$ cat src/rtl/display_scan_ctrl_if.sv
// Handshake and display bus for display_scan_ctrl: load request in, busy/ovf status
// and the multiplexed digit_code/an drive out.
interface display_scan_ctrl_if;
    logic [13:0] value;
    logic        load;
    logic        blank_lz;
    logic        busy;
    logic        ovf;
    logic [3:0]  digit_code;
    logic [3:0]  an;

    modport master (output value, load, blank_lz, input busy, ovf, digit_code, an);
    modport slave  (input value, load, blank_lz, output busy, ovf, digit_code, an);
endinterface

$ cat src/rtl/display_scan_ctrl.sv
// 4-digit multiplexed display controller: saturating binary->BCD double-dabble
// conversion (one bit per clock), leading-zero blanking and a prescaled digit scan.
module display_scan_ctrl #(
    parameter int REFRESH_DIV = 50000
) (
    input  logic                 clk,
    input  logic                 rst,
    display_scan_ctrl_if.slave   bus
);
    localparam int PW = $clog2(REFRESH_DIV);

    typedef enum logic {IDLE, CONV} state_t;

    state_t          r_state;
    logic [3:0]      r_cnt;
    logic [13:0]     r_bin;
    logic [15:0]     r_bcd;
    logic            r_ovf_cap;
    logic            r_busy;
    logic            r_ovf;
    logic [3:0][3:0] r_dig;
    logic [PW-1:0]   r_pre;
    logic [1:0]      r_scan;

    logic [15:0]     w_adj;
    logic [15:0]     w_shift;
    logic [3:0]      w_blank;
    logic [3:0]      w_code;
    logic [3:0]      w_an;

    // Add-3 correction on every nibble >= 5, then shift in the next binary MSB.
    always_comb begin
        w_adj = r_bcd;
        for (int i = 0; i < 4; i++) begin
            if (r_bcd[4*i +: 4] >= 4'd5)
                w_adj[4*i +: 4] = r_bcd[4*i +: 4] + 4'd3;
        end
        w_shift = {w_adj[14:0], r_bin[13]};
    end

    always_ff @(posedge clk or posedge rst) begin
        if (rst) begin
            r_state   <= IDLE;
            r_cnt     <= 4'd0;
            r_bin     <= 14'd0;
            r_bcd     <= 16'd0;
            r_ovf_cap <= 1'b0;
            r_busy    <= 1'b0;
            r_ovf     <= 1'b0;
            r_dig     <= '0;
        end else begin
            case (r_state)
                IDLE: begin
                    if (bus.load) begin
                        // Saturate at 9999 so an overflow naturally displays 9999.
                        r_bin     <= (bus.value > 14'd9999) ? 14'd9999 : bus.value;
                        r_ovf_cap <= (bus.value > 14'd9999);
                        r_bcd     <= 16'd0;
                        r_cnt     <= 4'd0;
                        r_busy    <= 1'b1;
                        r_state   <= CONV;
                    end
                end
                CONV: begin
                    r_bcd <= w_shift;
                    r_bin <= {r_bin[12:0], 1'b0};
                    r_cnt <= r_cnt + 4'd1;
                    if (r_cnt == 4'd13) begin
                        r_dig   <= w_shift;
                        r_ovf   <= r_ovf_cap;
                        r_busy  <= 1'b0;
                        r_cnt   <= 4'd0;
                        r_state <= IDLE;
                    end
                end
                default: r_state <= IDLE;
            endcase
        end
    end

    always_ff @(posedge clk or posedge rst) begin
        if (rst) begin
            r_pre  <= '0;
            r_scan <= 2'd0;
        end else if (r_pre == PW'(REFRESH_DIV - 1)) begin
            r_pre  <= '0;
            r_scan <= r_scan + 2'd1;
        end else begin
            r_pre  <= r_pre + 1'b1;
        end
    end

    // A digit blanks only when it and every more-significant digit are zero.
    always_comb begin
        w_blank[3] = bus.blank_lz && (r_dig[3] == 4'd0);
        w_blank[2] = w_blank[3] && (r_dig[2] == 4'd0);
        w_blank[1] = w_blank[2] && (r_dig[1] == 4'd0);
        w_blank[0] = 1'b0;
        w_code     = w_blank[r_scan] ? 4'hF : r_dig[r_scan];
        w_an       = ~(4'b0001 << r_scan);
    end

    assign bus.busy       = r_busy;
    assign bus.ovf        = r_ovf;
    assign bus.digit_code = w_code;
    assign bus.an         = w_an;
endmodule
$ cat src/flat_wrapper.sv
// flat-port wrapper written by rule: the top's interface ports become plain ports
module display_scan_ctrl_flat 
#(
    parameter int REFRESH_DIV = 50000
)
  (clk, rst, bus_value, bus_load, bus_blank_lz, bus_busy, bus_ovf, bus_digit_code, bus_an);
  display_scan_ctrl_if bus_i ();
  input  logic clk;
  input  logic rst;
  input wire logic [$bits(bus_i.value)-1:0] bus_value;
  input wire logic [$bits(bus_i.load)-1:0] bus_load;
  input wire logic [$bits(bus_i.blank_lz)-1:0] bus_blank_lz;
  output wire logic [$bits(bus_i.busy)-1:0] bus_busy;
  output wire logic [$bits(bus_i.ovf)-1:0] bus_ovf;
  output wire logic [$bits(bus_i.digit_code)-1:0] bus_digit_code;
  output wire logic [$bits(bus_i.an)-1:0] bus_an;
  assign bus_i.value = bus_value;
  assign bus_i.load = bus_load;
  assign bus_i.blank_lz = bus_blank_lz;
  assign bus_busy = bus_i.busy;
  assign bus_ovf = bus_i.ovf;
  assign bus_digit_code = bus_i.digit_code;
  assign bus_an = bus_i.an;
  display_scan_ctrl #(.REFRESH_DIV(REFRESH_DIV)) u_core (.clk(clk), .rst(rst), .bus(bus_i));
endmodule
$ cat config.mk
export PLATFORM = sky130hd
export DESIGN_NAME = display_scan_ctrl_flat
export DESIGN_NICKNAME = d
export VERILOG_FILES = /design/src/rtl/display_scan_ctrl_if.sv /design/src/rtl/display_scan_ctrl.sv /design/src/flat_wrapper.sv
export SDC_FILE = /design/constraint.sdc
export NUM_CORES = 1
export LEC_CHECK = 0
export ABC_AREA = 0
export ABC_CLOCK_PERIOD_IN_PS = 2200
export CORE_ASPECT_RATIO = 0.7
export CORE_MARGIN = 2
export CORE_UTILIZATION = 57
export CTS_CLUSTER_SIZE = 25
export DETAILED_ROUTE_END_ITERATION = 12
export DONT_BUFFER_PORTS = 1
export PLACE_DENSITY = 0.83
export SLEW_MARGIN = 10
export SYNTH_ARGS = -nofsm -noshare
export SYNTH_HDL_FRONTEND = slang
export SYNTH_SLANG_ARGS = --single-unit
export TNS_END_PERCENT = 1
$ cat constraint.sdc
create_clock -name clk -period 2.2 [get_ports clk]
set_input_delay 0.33 -clock clk [delete_from_list [all_inputs] [get_ports clk]]
set_output_delay 0.33 -clock clk [all_outputs]
set_load 0.005 [all_outputs]
==> impl_metrics.ini, run 1 <==
[run_status]
status = complete, no violations

[synth]
synth_nets = 396
synth_ff_type = dfrtp_1
syn_inst = 363
yosysUniqueCellTypes = 39
ys_async_sr_fraction = 1.00
yosysSeqAreaShare = 0.476
ys_seq_elements = 72
syn_area_sq_mm = 0.00379
ys.warnings.count = 0
avgSynthCellArea_sq_um = 10.4
synth_edf_count = 0

[floorplan]
fp.dieW_um = 101
initial_core_util = 0.598
die_h_um = 72.2
core_sq_mm = 0.00634
ios = 28
design.die.area_sq_mm = 0.00732
rows = 24

[sta]
final-setup-viol-count = 0
min_period_ns = 2.07
worstMarginPinSlew_ns = 0.562
timing.final.ws_setup_ns = 0.128
clock_skew_ns = 0.00625
maxSlewHeadroom = 0.625
finalSetupTns_ns = 0
fmax_mhz = 483
drv_slew = 0
finalCritPeriodShare = 0.942
hold_viol = 0
rsz0062_at_grt = no

[drt]
via_per_inst = 5.70
wl_per_cell_um = 15.3
antenna_left = 0
drt_wl_total_um = 7080
drc = 0
first_pass_iters = 4
vias = 2646
drtIter0Drc = 164

[worst_setup_path]
crit_family = flip-flops
critPathRequiredTime_ns = 1.87
cp.buffers_inverters = 0
r2r_slack_ns = 0.30
slowest_stage = dfrtp_1
end_kind = output port
crit-reg2reg-launch = u_core.r_pre[7]
worstPathArrival_ns = 1.74
worst-path-max-fanout = 9
rr_worst_depth = 4
path_class = register to output port
regToRegEndpoint = u_core.r_pre[10]
worstSetupStartpointType = register
worstPathCellList = mux4_2 > or2_2
critical-path-max-stage-delay_ns = 0.56

[place]
dp_hpwl_um = 5160
place_ws_ns = 0.307
portBuffers = 0
globalplace.congestion = 0.830

[worst_hold_path]
hp-class = input pin to register
whs_path_depth = 1
hold_end = u_core.r_bin[0]
min_from = bus_load

[power]
peakVddDrop_uv = 702
power_per_cell_area_mw_per_mm2 = 1190
p_leak_uw = 0.00198
power.total_uw = 4930

[global_routing]
antenna_found_initial = 0
grt_pass1_vias = 2567
grt_max_degree = 33
grt_pass1_wl_um = 12300
grt_use_total = 0.218
grt_overflow = 0

[cells_and_area]
final_common_cell = dfrtp_1
syn2layout_area_growth_pct = 8.99
drive_gt1_frac = 0.131
final_cell_mix = dfrtp_1, nand2_1, o21ai_0
n_antenna_cell = 0
final_nets = 401

[clock_network]
cts.root.buffer_cell = clkbuf_8
numCtsBuffers = 9
h-tree-depth = 3
clk_path_buf_depth = 2
cts_tree = done
clock_latency_ns = 0.34
path_clk_slew_ns = 0.07
clock-sinks = 72

[job]
drv_cap = 0
worst max path at each step:
| stage | start | endpoint | slack, ns | depth (start not counted) |
|---|---|---|---|---|
| floorplan | rst | u_core.bus.busy | 0.05 | 1 |
| global placement | u_core.r_pre[7] | u_core.r_pre[10] | 0.34 | 4 |
| detailed placement | u_core.r_pre[7] | u_core.r_pre[10] | 0.31 | 4 |
| CTS | u_core.r_dig[11] | bus_digit_code[2] | 0.06 | 4 |
| global route | u_core.r_dig[11] | bus_digit_code[2] | 0.03 | 4 |
| finish | u_core.r_scan[0] | bus_digit_code[2] | 0.13 | 2 |
final cells by class:
type | instances | area, sq um
sequential | 72 | 1800
clock inverter | 3 | 65.1
clock buffer | 13 | 149
multi-input combinational | 257 | 1850
timing repair buffer | 9 | 70.1
fill | 495 | 2210
inverter | 19 | 71.3
tap | 91 | 114
kinds of logic after synthesis:
kind of cell	count (synthesis)	share of synthesized area
multiplexers	39	0.121
buffers and inverters	34	0.0360
adder cells (fa/ha/maj)	15	0.0496
flip-flops	72	0.476
AO/OA/AOI/OAI	60	0.0948
XOR/XNOR	15	0.0347
AND/OR/NAND/NOR	128	0.188
metal layers:
| layer | vias to the layer above | part of all wire | global-route usage |
|---|---|---|---|
| met1 | 1303 | 0.49 | 0.319 |
| li1 | 1285 | - | - |
| met5 | - | 0 | 0 |
| met3 | 9 | 0.059 | 0.0790 |
| met2 | 49 | 0.44 | 0.312 |
| met4 | 0 | 0.0093 | 0.0495 |
through the flow:
stage / cell area [sq um] / std cells / hold slack, ns / util
CTS: 4120 / 464 / 0.0631 / 0.650
global placement: 3900 / 447 / 0.297 / 0.615
finish: 4130 / 464 / 0.0854 / 0.651
floorplan: 3790 / 363 / 0.443 / -
detailed placement: 3900 / 447 / 0.308 / 0.615
global route: 4130 / 464 / 0.0562 / 0.651
synthesized netlist by cell type (5+ instances only):
library cell	n	area, sq um
dfrtp_1	72	1800
o21ai_0	25	125
mux2i_1	22	220
nand4_1	6	37.5
nand2b_1	17	106
ha_1	15	188
nor3b_1	18	135
nor2_1	13	48.8
clkbuf_1	10	37.5
a21o_1	5	37.5
nand3_1	8	40.0
xnor2_1	10	87.6
a21oi_1	16	80.1
nor4_1	6	37.5
nor2b_1	5	31.3
xor2_1	5	43.8
mux2_2	13	146
inv_1	19	71.3
nand2_1	39	146
flip-flops by register name (all words and copies together), names as in the netlist:
name / flops
u_core.r_cnt: 4
u_core.r_dig: 16
u_core.r_ovf_cap: 1
u_core.r_bcd: 16
u_core.r_pre: 16
u_core.bus.ovf: 1
u_core.r_bin: 14
u_core.r_state: 1
u_core.r_scan: 2
u_core.bus.busy: 1
where the power goes:
group	switching, uW	total [uW]	internal, uW
Sequential	388	2140	1750
Clock	467	1140	670
Combinational	833	1650	818
Total	1690	4930	3240
timing repair:
item,4_1_cts,5_1_grt
hold endpoints to repair,25,0
resized for setup,0,1
buffers inserted,0,0
setup endpoints to repair,0,4
hold buffers,1,0
worst register-to-register path: stages (launching register included):
cell     delay (ns)
dfrtp_1        0.43
or4b_4         0.56
nor4_4         0.46
nor2_1         0.07
mux2_2         0.28
Note: power is estimated with default switching activity, not from simulation.
==> inputs of run 2 (changes only) <==
- CTS_BUF_LIST: unset -> sky130_fd_sc_hd__clkbuf_16
- REMOVE_ABC_BUFFERS: unset -> 1
- SLEW_MARGIN: 10 -> 0
==> run 2 against run 1 <==
- worst setup slack got worse by 0.0053 ns
- count of clock-buffer cells in the layout decreased by 4
- non-clock buffer count decreased by 2
- first-iteration DRC count fell by 29%
- global-route usage is 1.8 points higher
- critical path type unchanged
- register-to-register slack gained 0.06 ns
- critical path depth is the same
- worst hold slack improved by 0.0084 ns
==> impl_metrics.ini, run 2 (same netlist as run 1, synthesis figures left out) <==
[run_status]
status = complete, no violations

[sta]
hold_slack_ns = 0.0938
drv_slew = 0
hold_viol = 0
final-setup-viol-count = 0
finalCritPeriodShare = 0.944
maxSlewHeadroom = 0.633
rsz0062_at_grt = no
finalSetupTns_ns = 0
min_period_ns = 2.08
fmax_mhz = 481
clock_skew_ns = 0.00820
worstMarginPinSlew_ns = 0.550

[power]
p_leak_uw = 0.00201
peakVddDrop_uv = 637
power_frac_seq = 0.408
power.total_uw = 5260
p_switching_uw = 1810
p_sw_frac = 0.343
comb_power_share = 0.319
intPower_uw = 3450
power_per_cell_area_mw_per_mm2 = 1250
clkPwrFrac = 0.272

[global_routing]
grt_max_degree = 49
grt_pass1_wl_um = 13100
grt_overflow = 0
grt_use_total = 0.236
antenna_found_initial = 0
grt_pass1_vias = 2621

[cells_and_area]
top_regs = u_core.r_bcd x16, u_core.r_dig x16, u_core.r_pre x16
final_cells = 462
final_nets = 399
fill_cells = 496
fin_util = 0.666
final_common_cell = dfrtp_1
drive_gt1_frac = 0.132
n_antenna_cell = 0
final_cell_mix = dfrtp_1, nand2_1, o21ai_0
syn2layout_area_growth_pct = 11.4

[floorplan]
core_sq_mm = 0.00634
rows = 24
initial_core_util = 0.598
fp.dieW_um = 101
ios = 28
die_h_um = 72.2
design.die.area_sq_mm = 0.00732

[worst_setup_path]
regToRegEndpoint = u_core.r_pre[10]
end_kind = output port
crit-reg2reg-launch = u_core.r_pre[0]
worstPathArrival_ns = 1.75
critical-path-max-stage-delay_ns = 0.56
worstPathCellList = mux4_2 > or2_2
r2r_slack_ns = 0.36
slowest_stage = dfrtp_1
path_class = register to output port
rr_worst_depth = 5
worst-path-max-fanout = 9
worstSetupStartpointType = register
critPathRequiredTime_ns = 1.87

[drt]
vias = 2680
drc = 0
drt_wl_total_um = 7570
drtIter0Drc = 117
via_per_inst = 5.80
wl_per_cell_um = 16.4
antenna_left = 0
first_pass_iters = 4

[worst_hold_path]
whs_path_depth = 1
hp-class = input pin to register
hold_end = u_core.r_bcd[0]
min_from = bus_load

[clock_network]
path_clk_slew_ns = 0.06
numCtsBuffers = 9
cts.root.buffer_cell = clkbuf_16
cts_tree = done
postCtsSetupRepairBufs = 0
clk_path_buf_depth = 2
h-tree-depth = 3
clock_latency_ns = 0.34
clock-sinks = 72

[place]
portBuffers = 0
dp_cells = 445
globalplace.congestion = 0.846
dp_hpwl_um = 5140

[job]
drv_cap = 0
## run 2: power groups by stage
stage	registers, uW	logic, uW	clock network, uW
floorplan	2060	1300	0
global placement	2110	1550	0
detailed placement	2140	1660	0
CTS	2130	1690	1460
global route	2200	1890	1520
finish	2150	1680	1430
## run 2: stage by stage
step / instance area, sq um / worst slack [ns]
floorplan: 3720 / -0.463
global placement: 3910 / 0.458
detailed placement: 3910 / 0.363
CTS: 4210 / 0.0997
global route: 4220 / 0.0417
finish: 4220 / 0.122
## run 2: area by class of cell
class                           count  area (sq um)  area share
Clock buffer                        9           225      0.0534
Tap cell                           91           114      0.0270
Multi-Input combinational cell    257          1850       0.440
Inverter                           19          71.3      0.0169
Clock inverter                      7          71.3      0.0169
Sequential cell                    72          1800       0.427
Timing Repair Buffer                7          80.1      0.0190
## run 2: metal layers
layer / share of wire / global-route usage / routed length [um]
met1: 0.47 / 0.328 / 3550
met4: 0.015 / 0.0916 / 117
met2: 0.47 / 0.352 / 3530
met5: 0 / 0 / 0
met3: 0.049 / 0.0713 / 369
## run 2: worst max path at each step
stage / from / slack [ns] / to
finish: u_core.r_scan[0] / 0.12 / bus_digit_code[1]
global route: u_core.r_scan[0] / 0.04 / bus_digit_code[3]
CTS: u_core.r_scan[0] / 0.1 / bus_digit_code[1]
detailed placement: u_core.r_pre[0] / 0.36 / u_core.r_pre[10]
global placement: u_core.r_pre[7] / 0.46 / u_core.r_pre[10]
floorplan: u_core.r_state / -0.46 / u_core.bus.ovf
## run 2: timing repair
action / in CTS / in global routing
endpoints found under the hold margin: 24 / 0
gates resized for setup: 0 / 1
setup endpoints to repair: 0 / 2
hold buffers: 1 / 0
## run 2: critical path: cells and delay by family, from the launching register on
family / cells / cell delay [ns]
muxes: 1 / 0.56
and+or+nand+nor: 1 / 0.30
DFF: 1 / 0.56
==> inputs of run 3 (changes only) <==
- ABC_CLOCK_PERIOD_IN_PS: 2200 -> 2600
- CORE_UTILIZATION: 57 -> 68
- PLACE_DENSITY: 0.83 -> 0.92
- REMOVE_ABC_BUFFERS: 1 -> unset
- clock period: 2.2 -> 2.6 ns (I/O delays scaled with it)
==> run 3 against run 2 <==
- sequential power is 15% lower
- clock power is 26% lower
- cell count is 4.8% lower
- largest cell class unchanged
- sequential cell count stayed put
- via count is 2.6% higher
- non-clock buffer count is 2 lower
- worst hold slack worse by 0.062 ns
==> impl_metrics.ini, run 3 (same netlist as run 1, synthesis figures left out) <==
[run_status]
status = complete, no violations

[global_routing]
gr-usage-met3 = 0.0810
grt_use_total = 0.292
antenna_found_initial = 0
grt_pass1_vias = 2741
grt_pass1_wl_um = 13400
grt_overflow = 0
grt_max_degree = 43
grt.met2_usage = 0.468
grt_util_met1 = 0.383
grt.busiest_layer = met2

[sta]
rsz0062_at_grt = no
finalSetupTns_ns = 0
worstMarginPinSlew_ns = 0.660
min_period_ns = 2.14
maxSlewHeadroom = 0.560
clock_skew_ns = 0.00725
fmax_mhz = 467
drv_slew = 0
hold_viol = 0
finalCritPeriodShare = 0.823
final-setup-viol-count = 0
timing.final.ws_setup_ns = 0.461

[floorplan]
die_h_um = 66.4
rows = 22
design.die.area_sq_mm = 0.00619
ios = 28
core_sq_mm = 0.00531
initial_core_util = 0.713
fp.dieW_um = 93.2

[power]
p_sw_frac = 0.356
comb_power_share = 0.331
power_frac_seq = 0.424
peakVddDrop_uv = 882
p_leak_uw = 0.00199
power_per_cell_area_mw_per_mm2 = 1050
intPower_uw = 2780
p_switching_uw = 1540
clkPwrFrac = 0.246

[clock_network]
h-tree-depth = 3
numCtsBuffers = 9
clock-sinks = 72
clock_latency_ns = 0.34
cts_tree = done
path_clk_slew_ns = 0.06
ctsHoldBuffers = 0
cts_resized = 0
cts.root.buffer_cell = clkbuf_16
postCtsSetupRepairBufs = 0
clk_path_buf_depth = 2

[drt]
first_pass_iters = 4
wl_per_cell_um = 17.9
drt_wl_total_um = 7900
vias = 2750
antenna_left = 0
drc = 0
drtIter0Drc = 226
via_per_inst = 6.25

[cells_and_area]
n_antenna_cell = 0
final_common_cell = dfrtp_1
ff_latch_area_sq_mm = 0.00180
syn2layout_area_growth_pct = 8.59
fill_cells = 330
drive_gt1_frac = 0.114
final_cell_mix = dfrtp_1, nand2_1, o21ai_0
stdcell_area_sq_mm = 0.00411
top_regs = u_core.r_bcd x16, u_core.r_dig x16, u_core.r_pre x16
final_nets = 397
multiInputGateArea_sq_mm = 0.00185

[worst_setup_path]
worstSetupStartpointType = register
r2r_slack_ns = 0.54
path_class = register to output port
worstPathArrival_ns = 1.75
critPathRequiredTime_ns = 2.21
end_kind = output port
worst-path-max-fanout = 9

[place]
dp_hpwl_um = 5100
portBuffers = 0
place_area_sq_mm = 0.00386
globalplace.congestion = 0.848
place_ws_ns = 0.604

[worst_hold_path]
hp-class = input pin to async pin

[job]
drv_cap = 0
## run 3: cell count changes in the layout (fill, tap and decap cells not counted)
cell and change:
bufinv_16 -1, inv_1 +4, nor4_2 -1, dlygate4sd3_1 -1
clkinv_4 -1, inv_6 -1, nor4_1 +1, buf_12 -1
clkinvlp_4 -2
## run 3: layer usage
layer  vias up  routed length [um]  share of wire
met2        71                3840           0.49
met3        13                 448          0.057
met4         0                 135          0.017
met5         -                   0              0
li1       1276                   -              -
met1      1390                3480           0.44
## run 3: final cells by class
cell class | instances | area share
clock buffers | 9 | 0.0548
clock inverters | 6 | 0.00578
inverters | 19 | 0.0173
well taps | 72 | 0.0219
flip-flops and latches | 72 | 0.439
repair buffers | 5 | 0.0122
multi-input cells | 257 | 0.449
## run 3: path summary, 6_finish.rpt
check                                     to  depth (start not counted)             start
setup reg to reg             u_core.r_pre[9]                          5   u_core.r_pre[7]
setup / recovery           bus_digit_code[1]                          2  u_core.r_scan[0]
min in group clk             u_core.r_bin[0]                          1          bus_load
hold / removal              u_core.r_ovf_cap                          1               rst
hold reg to reg             u_core.r_pre[11]                          1  u_core.r_pre[11]
max in group asynchronous    u_core.r_dig[7]                          2               rst
## run 3: metrics by stage
step                total power, uW  cells   util  hold slack [ns]
floorplan                      2870    363      -            0.443
global placement               3090    425  0.727            0.400
detailed placement             3210    425  0.727            0.400
CTS                            4330    440  0.774           0.0463
global route                   4580    440  0.774           0.0943
finish                         4320    440  0.774           0.0320
## run 3: worst max-delay path, cell delays in order, from the launching register on
cell and delay (ns):
dfrtp_1 0.55, mux4_2 0.56, or2_2 0.30
## run 3: power by group through the flow
stage | clock, uW | combinational, uW | sequential (uW)
global route | 1100 | 1600 | 1880
global placement | 0 | 1280 | 1810
floorplan | 0 | 1170 | 1700
finish | 1060 | 1430 | 1830
detailed placement | 0 | 1380 | 1830
CTS | 1070 | 1430 | 1820
